**src/rtl/mage_stream_buffer.sv**
```systemverilog
// Elastic first-word-fall-through buffer for one DMA stream channel.
// It decouples DMA burst timing from PEA stalls, reports its fill level, and
// records any push attempted while the buffer is full.
module mage_stream_buffer #(
   parameter int unsigned WIDTH     = 32,
   parameter int unsigned DEPTH     = 4,
   parameter int unsigned AF_THRESH = DEPTH - 1
) (
   input  logic                     clk_i,
   input  logic                     rst_n_i,
   input  logic                     clear_i,
   input  logic                     push_valid_i,
   input  logic [WIDTH-1:0]         push_data_i,
   output logic                     push_ready_o,
   output logic                     pop_valid_o,
   output logic [WIDTH-1:0]         pop_data_o,
   input  logic                     pop_ready_i,
   output logic [$clog2(DEPTH):0]   level_o,
   output logic                     almost_full_o,
   output logic                     empty_o,
   output logic                     overflow_o
);

   localparam int unsigned AW = $clog2(DEPTH);
   localparam int unsigned PW = AW + 1;

   localparam logic [PW-1:0] AfThresh = PW'(AF_THRESH);

   logic [WIDTH-1:0] mem_q [DEPTH];
   logic [PW-1:0]    wr_ptr_q, wr_ptr_d;
   logic [PW-1:0]    rd_ptr_q, rd_ptr_d;
   logic             overflow_q, overflow_d;
   logic             full, empty;
   logic             push_fire, pop_fire;

   // Status flags, derived only from the registered pointers.
   always_comb begin
      full    = (wr_ptr_q[PW-1] != rd_ptr_q[PW-1]) &&
                (wr_ptr_q[AW-1:0] == rd_ptr_q[AW-1:0]);
      empty   = (wr_ptr_q == rd_ptr_q);
      level_o = wr_ptr_q - rd_ptr_q;
   end

   // Handshakes and outputs; head word is read straight from storage.
   always_comb begin
      push_ready_o  = !full;
      pop_valid_o   = !empty;
      pop_data_o    = mem_q[rd_ptr_q[AW-1:0]];
      empty_o       = empty;
      almost_full_o = (level_o >= AfThresh);
      overflow_o    = overflow_q;
      push_fire     = push_valid_i && !full;
      pop_fire      = pop_ready_i && !empty;
   end

   // Next-state pointers and overflow flag; clear wins over any handshake.
   always_comb begin
      wr_ptr_d   = wr_ptr_q;
      rd_ptr_d   = rd_ptr_q;
      overflow_d = overflow_q;
      if (clear_i) begin
         wr_ptr_d   = '0;
         rd_ptr_d   = '0;
         overflow_d = 1'b0;
      end else begin
         if (push_fire) wr_ptr_d = wr_ptr_q + PW'(1);
         if (pop_fire)  rd_ptr_d = rd_ptr_q + PW'(1);
         // A push while full is dropped, even if a pop frees a slot this cycle.
         if (push_valid_i && full) overflow_d = 1'b1;
      end
   end

   // Pointer and flag registers.
   always_ff @(posedge clk_i or negedge rst_n_i) begin
      if (!rst_n_i) begin
         wr_ptr_q   <= '0;
         rd_ptr_q   <= '0;
         overflow_q <= 1'b0;
      end else begin
         wr_ptr_q   <= wr_ptr_d;
         rd_ptr_q   <= rd_ptr_d;
         overflow_q <= overflow_d;
      end
   end

   // Storage write; the slot under rd_ptr is never written while it holds valid data.
   always_ff @(posedge clk_i or negedge rst_n_i) begin
      if (!rst_n_i) begin
         for (int i = 0; i < DEPTH; i++) mem_q[i] <= '0;
      end else if (push_fire && !clear_i) begin
         mem_q[wr_ptr_q[AW-1:0]] <= push_data_i;
      end
   end

endmodule

```
**config.mk**
```make
export PLATFORM = sky130hd
export DESIGN_NAME = mage_stream_buffer
export DESIGN_NICKNAME = d
export VERILOG_FILES = /design/src/rtl/mage_stream_buffer.sv
export SDC_FILE = /design/constraint.sdc
export NUM_CORES = 1
export LEC_CHECK = 0
export ABC_AREA = 1
export CAP_MARGIN = 20
export CORE_MARGIN = 2
export CORE_UTILIZATION = 38
export DETAILED_ROUTE_END_ITERATION = 16
export DONT_BUFFER_PORTS = 1
export SETUP_SLACK_MARGIN = 0.02
export SYNTH_ARGS = -nofsm -noshare
export SYNTH_HDL_FRONTEND = slang
export SYNTH_SLANG_ARGS = --single-unit
```
**constraint.sdc**
```tcl
create_clock -name clk_i -period 5.7 [get_ports clk_i]
set_clock_uncertainty 0.15 [all_clocks]
set_input_delay 1.14 -clock clk_i [delete_from_list [all_inputs] [get_ports clk_i]]
set_output_delay 1.14 -clock clk_i [all_outputs]
set_load 0.02 [all_outputs]
```
==> results of run 1 <==
[cells in the mapped netlist, drive strengths merged]
master,instances,area share
nor2,68,0.045
fa,1,0.0032
a21oi,1,0.00079
nand4,5,0.0050
inv,19,0.011
nand2,401,0.24
dfrtp,135,0.54
o21ai,66,0.052
ha,7,0.014
clkbuf,16,0.0095
buf,29,0.035
xor2,3,0.0042
nand3,10,0.012
o22ai,32,0.032
[area by class of cell]
type                    instances  area share
flip-flops and latches        135       0.488
multi-input cells             594       0.371
clock buffers                  23      0.0690
well taps                     220      0.0397
clock inverters                 8      0.0141
inverters                      19      0.0103
repair buffers                  7     0.00867
[power by group]
part	total, mW	switching [mW]	leakage (nW)	internal [mW]
Clock	1.08	0.406	0.275	0.674
Combinational	1.33	0.939	1.61	0.387
Sequential	1.56	0.222	1.73	1.34
Total	3.97	1.57	3.62	2.40
[state kept, by name, summed over array words and instances (netlist names)]
register	count
mem_q	128
rd_ptr_q	3
wr_ptr_q	3
overflow_o	1
[kinds of logic (layout without fill, tap and decap cells)]
kind of cell,count (synthesis),count (layout),share of synthesized area
AO/OA/AOI/OAI,99,99,0.0850
XOR/XNOR,3,3,0.00417
adder cells (fa/ha/maj),8,8,0.0171
buffers and inverters,64,57,0.0558
flip-flops,135,135,0.536
AND/OR/NAND/NOR,484,484,0.302
[how the worst max path moves through the flow]
| stage | depth (start not counted) | end | slack (ps) |
|---|---|---|---|
| after floorplan | 5 | almost_full_o | 2800 |
| after global placement | 3 | pop_data_o[31] | 2200 |
| after detailed placement | 9 | mem_q[6] | 2170 |
| after CTS | 3 | pop_data_o[31] | 1740 |
| after global routing | 3 | pop_data_o[25] | 1570 |
| final | 3 | pop_data_o[7] | 1830 |
[layer usage]
layer  GRT usage  wire length (um)
met3      0.0525               909
met2       0.285              6980
met1       0.264              7520
met5           0                 0
met4      0.0597               185
[worst max-delay path: stages, from the launching register on]
cell,delay [ps]
dfrtp_2,630
inv_2,830
o21ai_0,160
o22ai_1,490
[through the flow]
step           cell area [um^2]  worst slack, ps  std cells  hold WS, ps   util
3_3_place_gp               6340             2200        974          307  0.386
5_1_grt                    6930             1570       1006          247  0.422
2_1_floorplan              6300             2800        793          294      -
4_1_cts                    6920             1740       1005          250  0.421
3_5_place_dp               6340             2170        974          310  0.386
6_report                   6930             1830       1006          269  0.422
==> results.sh, run 1 <==
export IMPL_cts_hold_buf=0
export IMPL_die_h_um=133
export IMPL_cp_start_kind="flip-flop"
export IMPL_root_buffer="clkbuf_16"
export IMPL_fp_dieW_um=133
export IMPL_hold_violations=0
export IMPL_cap_violations=0
export IMPL_antenna_found_initial=0
export IMPL_cts_buffer_depth=2
export IMPL_finalCritPeriodShare=0.679
export IMPL_post_synth_inst_count=793
export IMPL_mostFrequentLayoutCells="400 x nand2_1, 134 x dfrtp_1, 66 x o21ai_0"
export IMPL_worstSetupPathType="reg2out"
export IMPL_r2r_cells=9
export IMPL_layout_commonest_cell="nand2_1"
export IMPL_nNetsFinal=819
export IMPL_max_vdd_ir_drop_mv=0.274
export IMPL_outcome="completed"
export IMPL_r2r_start="rd_ptr_q[1]"
export IMPL_grt_pass1_wl_mm=26.3
export IMPL_cts_resized=0
export IMPL_required_ps=4410
export IMPL_post_cts_buffers=0
export IMPL_gp_congestion=0.746
export IMPL_critPathLaunch="rd_ptr_q[0]"
export IMPL_grt_pass1_vias=4912
export IMPL_period_minus_slack_ps=3870
export IMPL_finalSetupTns_ps=0
export IMPL_tritoncts="yes"
export IMPL_yosysWarnings=0
export IMPL_grt_ovfl_total=0
export IMPL_multi_input_area_um2=2570
export IMPL_power_mw=3.97
export IMPL_die_area_um2=17600
export IMPL_antenna_left=0
export IMPL_drive_gt1_frac=0.0560
export IMPL_viasPerCell=4.90
export IMPL_rsz0062_at_grt="no"
export IMPL_p_leak_nw=3.62
export IMPL_dp_hpwl_mm=9.33
export IMPL_clock_latency_ps=410
export IMPL_seq_area_um2=3380
export IMPL_tightestPinTransition_ps=1030
export IMPL_first_pass_iters=5
export IMPL_yosysUniqueCellTypes=18
export IMPL_finalSetupViolCount=0
export IMPL_vias=4930
export IMPL_syn_avg_cell_area_um2=7.94
export IMPL_row_count=47
export IMPL_fill_cells=1626
export IMPL_grt_usage=0.189
export IMPL_max_slew_margin=0.314
export IMPL_power_density_nw_per_um2=572
export IMPL_critPathMaxFanout=65
export IMPL_synth_ff_latch_count=135
export IMPL_routed_wl_mm=15.6
export IMPL_timing_critical_path_to_type="output pin"
export IMPL_worst_ep_arrival_time_ps=2580
export IMPL_path_clk_slew_ps=60
export IMPL_antenna_cells=0
export IMPL_numCtsBuffers=17
export IMPL_numPortBuffers=0
export IMPL_cts_htree_levels=4
export IMPL_max_freq_mhz=258
export IMPL_rr_endpoint="mem_q[1]"
export IMPL_drtIter0Drc=337
export IMPL_start_util=0.384
export IMPL_num_io_pins=77
export IMPL_drc=0
export IMPL_yosysSeqAreaShare=0.536
export IMPL_cts_sinks=135
export IMPL_syn_cell_area_um2=6300
export IMPL_syn_num_nets=838
export IMPL_grt_max_degree=136
export IMPL_design_core_area_um2=16400
export IMPL_rrSetupSlack_ps=2590
export IMPL_drv_slew=0
export IMPL_syn2layout_area_growth_pct=10.0
export IMPL_post_drt_wl_per_cell_um=15.5
export IMPL_hold_path_class="in2async"
No activity file was read; power rests on OpenSTA's default activity.
==> run 2, diff against run 1 <==
--- a/config.mk
+++ b/config.mk
@@ -5,7 +5,7 @@
 export SDC_FILE = /design/constraint.sdc
 export NUM_CORES = 1
 export LEC_CHECK = 0
-export ABC_AREA = 1
+export ABC_AREA = 0
 export CAP_MARGIN = 20
 export CORE_MARGIN = 2
 export CORE_UTILIZATION = 38
==> constraint.sdc (replaced) <==
create_clock -name clk_i -period 3.7 [get_ports clk_i]
set_clock_uncertainty 0.15 [all_clocks]
set_input_delay 0.74 -clock clk_i [delete_from_list [all_inputs] [get_ports clk_i]]
set_output_delay 0.74 -clock clk_i [all_outputs]
set_load 0.02 [all_outputs]
==> results.sh, run 2 <==
export IMPL_post_drt_wl_per_cell_um=19.8
export IMPL_cap_violations=0
export IMPL_period_minus_slack_ps=3200
export IMPL_power_switching_mw=1.65
export IMPL_root_buffer="clkbuf_16"
export IMPL_grt_pass1_wl_mm=19.4
export IMPL_power_mw=5.65
export IMPL_max_slew_margin=0.511
export IMPL_multi_input_area_um2=2580
export IMPL_clkPwrFrac=0.339
export IMPL_drv_slew=0
export IMPL_die_area_um2=17100
export IMPL_numCtsBuffers=17
export IMPL_gp_congestion=0.760
export IMPL_post_route_util=0.445
export IMPL_drtIter0Drc=112
export IMPL_path_clk_slew_ps=60
export IMPL_viasPerCell=5.21
export IMPL_yosysSeqAreaShare=0.554
export IMPL_combPwrFrac=0.263
export IMPL_finalSetupViolCount=0
export IMPL_synth_edf_count=0
export IMPL_clock_latency_ps=410
export IMPL_power_density_nw_per_um2=804
export IMPL_regMostFlops="mem_q"
export IMPL_drive_gt1_frac=0.384
export IMPL_tritoncts="yes"
export IMPL_critPathMaxFanout=9
export IMPL_p_leak_nw=3.00
export IMPL_design_core_area_um2=15800
export IMPL_antenna_cells=0
export IMPL_start_util=0.387
export IMPL_antenna_found_initial=0
export IMPL_yosysUniqueCellTypes=30
export IMPL_syn2layout_area_growth_pct=15.1
export IMPL_grt_ovfl_total=0
export IMPL_first_pass_iters=4
export IMPL_mostFrequentLayoutCells="133 x dfrtp_1, 70 x mux2_2, 60 x mux2_1"
export IMPL_violations="negative hold slack"
export IMPL_outcome="complete, but fails checks"
export IMPL_max_freq_mhz=313
export IMPL_required_ps=2810
export IMPL_antenna_left=0
export IMPL_drc=0
export IMPL_synth_ff_latch_count=135
export IMPL_finalCritPeriodShare=0.865
export IMPL_dp_hpwl_mm=7.56
export IMPL_switching_share=0.293
export IMPL_cts_htree_levels=4
export IMPL_cts_resized=0
export IMPL_pwr_share_seq=0.398
export IMPL_hold_path_class="in2async"
export IMPL_synth_most_common_cell="dfrtp_1"
export IMPL_finalSetupTns_ps=0
export IMPL_hold_violations=135
export IMPL_nNetsFinal=425
export IMPL_worst_ep_arrival_time_ps=2310
export IMPL_synth_main_ff_cell="dfrtp_1"
export IMPL_routed_wl_mm=12.1
export IMPL_grt_max_degree=136
export IMPL_syn_avg_cell_area_um2=16.3
export IMPL_cp_start_kind="flip-flop"
export IMPL_numPortBuffers=0
export IMPL_row_count=46
export IMPL_p_int_mw=4.00
export IMPL_r2r_cells=6
export IMPL_num_io_pins=77
export IMPL_worstSetupPathType="reg2out"
export IMPL_post_cts_buffers=0
export IMPL_rsz0062_at_grt="no"
export IMPL_async_flop_share=1.00
export IMPL_top_regs="mem_q x128, rd_ptr_q x3, wr_ptr_q x3"
export IMPL_yosysWarnings=0
export IMPL_syn_cell_area_um2=6100
export IMPL_synth_area_leaders="dfrtp_1 55%, mux2_2 13%, mux4_2 12%, mux2_1 11%, ha_1 1.4%"
export IMPL_holdWs_ps=-120
export IMPL_layout_commonest_cell="dfrtp_1"
export IMPL_tightestPinTransition_ps=734
export IMPL_max_vdd_ir_drop_mv=0.330
export IMPL_timing_critical_path_to_type="output pin"
export IMPL_post_synth_inst_count=374
export IMPL_cts_sinks=135
export IMPL_largest_reg_flops=128
export IMPL_die_h_um=131
export IMPL_fill_cells=1394
export IMPL_yosys_area_top_type="dfrtp_1"
export IMPL_grt_pass1_vias=3599
export IMPL_seq_area_um2=3380
export IMPL_synth_top_area_share=0.554
export IMPL_grt_usage=0.153
export IMPL_vias=3172
export IMPL_yosys_top_cells_count="135 x dfrtp_1, 70 x mux2_2, 60 x mux2_1"
export IMPL_syn_num_nets=419
export IMPL_fp_dieW_um=131
export IMPL_cts_buffer_depth=2
run 2: cell type report:
cell class                      instances  share of cell area
Clock buffer                           18              0.0611
Clock inverter                         14              0.0353
Inverter                                9             0.00481
Multi-Input combinational cell        206               0.367
Sequential cell                       135               0.481
Tap cell                              216              0.0385
Timing Repair Buffer                   11              0.0118
run 2: power by group through the flow:
stage / Combinational (mW) / Clock, mW / Sequential [mW]
3_3_place_gp: 1.47 / 0 / 2.24
2_1_floorplan: 1.32 / 0 / 2.18
3_5_place_dp: 1.51 / 0 / 2.28
6_report: 1.49 / 1.91 / 2.25
4_1_cts: 1.52 / 1.97 / 2.26
5_1_grt: 1.60 / 2.04 / 2.32
run 2: per-stage QoR:
stage / setup slack, ps / cell area [um^2] / hold WS [ps] / std cells
finish: 501 / 7020 / -120 / 609
global route: 331 / 7020 / -152 / 609
CTS: 486 / 7020 / -145 / 609
detailed placement: 937 / 6350 / 299 / 577
global placement: 983 / 6350 / 298 / 577
floorplan: 702 / 6100 / 294 / 374
run 2: cell families (layout without fill, tap and decap cells):
| kind of cell | after synthesis | count (layout) | synth area share |
|---|---|---|---|
| buffers and inverters | 33 | 52 | 0.0287 |
| AND/OR/NAND/NOR | 17 | 17 | 0.0142 |
| AO/OA/AOI/OAI | 16 | 16 | 0.0221 |
| adder cells (fa/ha/maj) | 8 | 8 | 0.0176 |
| flip-flops | 135 | 135 | 0.554 |
| multiplexers | 163 | 163 | 0.360 |
| XOR/XNOR | 2 | 2 | 0.00410 |
run 2: per-layer routing:
metal  vias up  global-route usage  wire [um]
li1       1392                   -          -
met1      1709               0.189       5250
met2        62               0.251       5990
met3         9              0.0570        701
met4         0              0.0488        126
met5         -                   0          0
run 2: critical path: stages (launching register included):
cell	delay, ps
dfrtp_1	390
inv_1	110
ha_1	340
and2_1	510
nand2b_1	310
inv_1	230
run 2: worst paths after layout:
path / from / to / slack [ps]
worst max-delay path: wr_ptr_q[0] / empty_o / 500
worst min-delay path: rst_n_i / mem_q[70] / -120
worst max register to register: wr_ptr_q[0] / mem_q[42] / 1280
worst min register to register: mem_q[48] / mem_q[48] / 330
max in group asynchronous: rst_n_i / rd_ptr_q[1] / 3290
min in group clk_i: clear_i / overflow_o / 250
==> run 3, diff against run 2 <==
--- a/config.mk
+++ b/config.mk
@@ -11,6 +11,7 @@
 export CORE_UTILIZATION = 38
 export DETAILED_ROUTE_END_ITERATION = 16
 export DONT_BUFFER_PORTS = 1
+export REMOVE_ABC_BUFFERS = 1
 export SETUP_SLACK_MARGIN = 0.02
 export SYNTH_ARGS = -nofsm -noshare
 export SYNTH_HDL_FRONTEND = slang
==> results.sh, run 3 (synthesis results as in run 2) <==
export IMPL_viasPerCell=5.12
export IMPL_num_io_pins=77
export IMPL_vias=3109
export IMPL_regMostFlops="mem_q"
export IMPL_clock_latency_ps=410
export IMPL_largest_reg_flops=128
export IMPL_drc=0
export IMPL_finalCritPeriodShare=0.863
export IMPL_path_clk_slew_ps=60
export IMPL_cp_top_family="simple AND/OR/NAND/NOR gates"
export IMPL_finalSetupTns_ps=0
export IMPL_busiest_layer="met2"
export IMPL_required_ps=2810
export IMPL_tritoncts="yes"
export IMPL_grt_pass1_wl_mm=19.2
export IMPL_finalSetupViolCount=0
export IMPL_top_regs="mem_q x128, rd_ptr_q x3, wr_ptr_q x3"
export IMPL_drv_slew=0
export IMPL_first_pass_iters=4
export IMPL_row_count=46
export IMPL_cp_common_cell="inv_1"
export IMPL_worst_ep_arrival_time_ps=2300
export IMPL_drtIter0Drc=138
export IMPL_nNetsFinal=423
export IMPL_die_h_um=131
export IMPL_cts_buffer_depth=2
export IMPL_grtUsageMet2=0.231
export IMPL_layout_setup_ws_ps=506
export IMPL_layout_commonest_cell="dfrtp_1"
export IMPL_numPortBuffers=0
export IMPL_critPathBufInv=2
export IMPL_tightestPinTransition_ps=717
export IMPL_rsz0062_at_grt="no"
export IMPL_critPathMaxFanout=9
export IMPL_cp_start_kind="flip-flop"
export IMPL_outcome="complete, but fails checks"
export IMPL_cpPeakStageDelay_ps=510
export IMPL_cts_resized=0
export IMPL_period_minus_slack_ps=3190
export IMPL_root_buffer="clkbuf_16"
export IMPL_timing_critical_path_to_type="output pin"
export IMPL_start_util=0.387
export IMPL_met1_usage=0.199
export IMPL_mostFrequentLayoutCells="133 x dfrtp_1, 70 x mux2_2, 60 x mux2_1"
export IMPL_max_vdd_ir_drop_mv=0.357
export IMPL_p_leak_nw=2.98
export IMPL_fp_dieW_um=131
export IMPL_violations="negative hold slack"
export IMPL_grt_max_degree=136
export IMPL_antenna_left=0
export IMPL_worstSetupPathType="reg2out"
export IMPL_globalRouteMet3Util=0.0684
export IMPL_gp_congestion=0.721
export IMPL_antenna_found_initial=0
export IMPL_hold_path_class="in2async"
export IMPL_die_area_um2=17100
export IMPL_max_slew_margin=0.522
export IMPL_holdWs_ps=-127
export IMPL_pre_cts_ws_ps=904
export IMPL_grt_pass1_vias=3437
export IMPL_syn2layout_area_growth_pct=14.7
export IMPL_rrSetupSlack_ps=1140
export IMPL_routed_wl_mm=11.8
export IMPL_cts_sinks=135
export IMPL_design_core_area_um2=15800
export IMPL_dp_hpwl_mm=7.09
export IMPL_cts_htree_levels=4
export IMPL_post_cts_buffers=0
export IMPL_grt_ovfl_total=0
export IMPL_grt_usage=0.153
export IMPL_drive_gt1_frac=0.381
export IMPL_post_drt_wl_per_cell_um=19.5
export IMPL_fill_cells=1397
export IMPL_power_density_nw_per_um2=804
export IMPL_antenna_cells=0
export IMPL_power_mw=5.63
export IMPL_numCtsBuffers=17
export IMPL_max_freq_mhz=313
export IMPL_cap_violations=0
export IMPL_worstPathCellList="inv_1, ha_1, and2_1, nand2b_1, inv_1"
export IMPL_hold_violations=135
export IMPL_crit_path_top_delay_cell="and2_1"
-- run 3: changes by cell type in the layout (fill, tap and decap cells not counted) --
cell	before	now
clkinv_2	1	3
clkbuf_8	0	1
buf_4	11	9
clkinvlp_4	1	3
inv_8	1	0
clkinv_4	4	1
inv_6	1	0
-- run 3: metal layers --
metal,share of wire,routed length (um),up-vias
li1,-,-,1386
met1,0.44,5190,1654
met2,0.48,5720,62
met3,0.068,810,7
met4,0.0093,110,0
met5,0,0,-
-- run 3: area by class of cell --
type                    instances  area [um^2]  area share
flip-flops and latches        135         3380       0.483
well taps                     216          270      0.0386
clock inverters                13          226      0.0324
inverters                       9         33.8     0.00483
multi-input cells             206         2580       0.368
repair buffers                  9         67.6     0.00965
clock buffers                  19          443      0.0633
-- run 3: where the power goes --
group          switching [mW]  total, mW  internal (mW)  leakage, nW
Sequential              0.238       2.24           2.01         1.69
Clock                   0.616       1.89           1.28        0.319
Combinational           0.769       1.49          0.720        0.971
Total                    1.62       5.63           4.00         2.98
-- run 3: metrics by stage --
stage / hold slack (ps) / util / std cells / cell area [um^2]
2_1_floorplan: 294 / - / 350 / 5960
3_3_place_gp: 297 / 0.401 / 575 / 6330
3_5_place_dp: 297 / 0.401 / 575 / 6330
4_1_cts: -150 / 0.444 / 607 / 7000
5_1_grt: -163 / 0.444 / 607 / 7000
6_report: -127 / 0.444 / 607 / 7000
-- run 3: final timing paths --
path | from | end | cells past startpoint
max | wr_ptr_q[0] | empty_o | 5
min | rst_n_i | overflow_o | 0
max reg2reg | wr_ptr_q[0] | mem_q[18] | 6
min reg2reg | mem_q[47] | mem_q[47] | 1
max in group asynchronous | rst_n_i | mem_q[96] | 0
min in group clk_i | clear_i | overflow_o | 1
-- run 3: worst register-to-register path, cell delays in order, from the launching register on --
cell,delay (ps)
dfrtp_1,400
inv_1,110
ha_1,330
and2_1,360
a21oi_4,210
buf_4,470
mux2_2,420
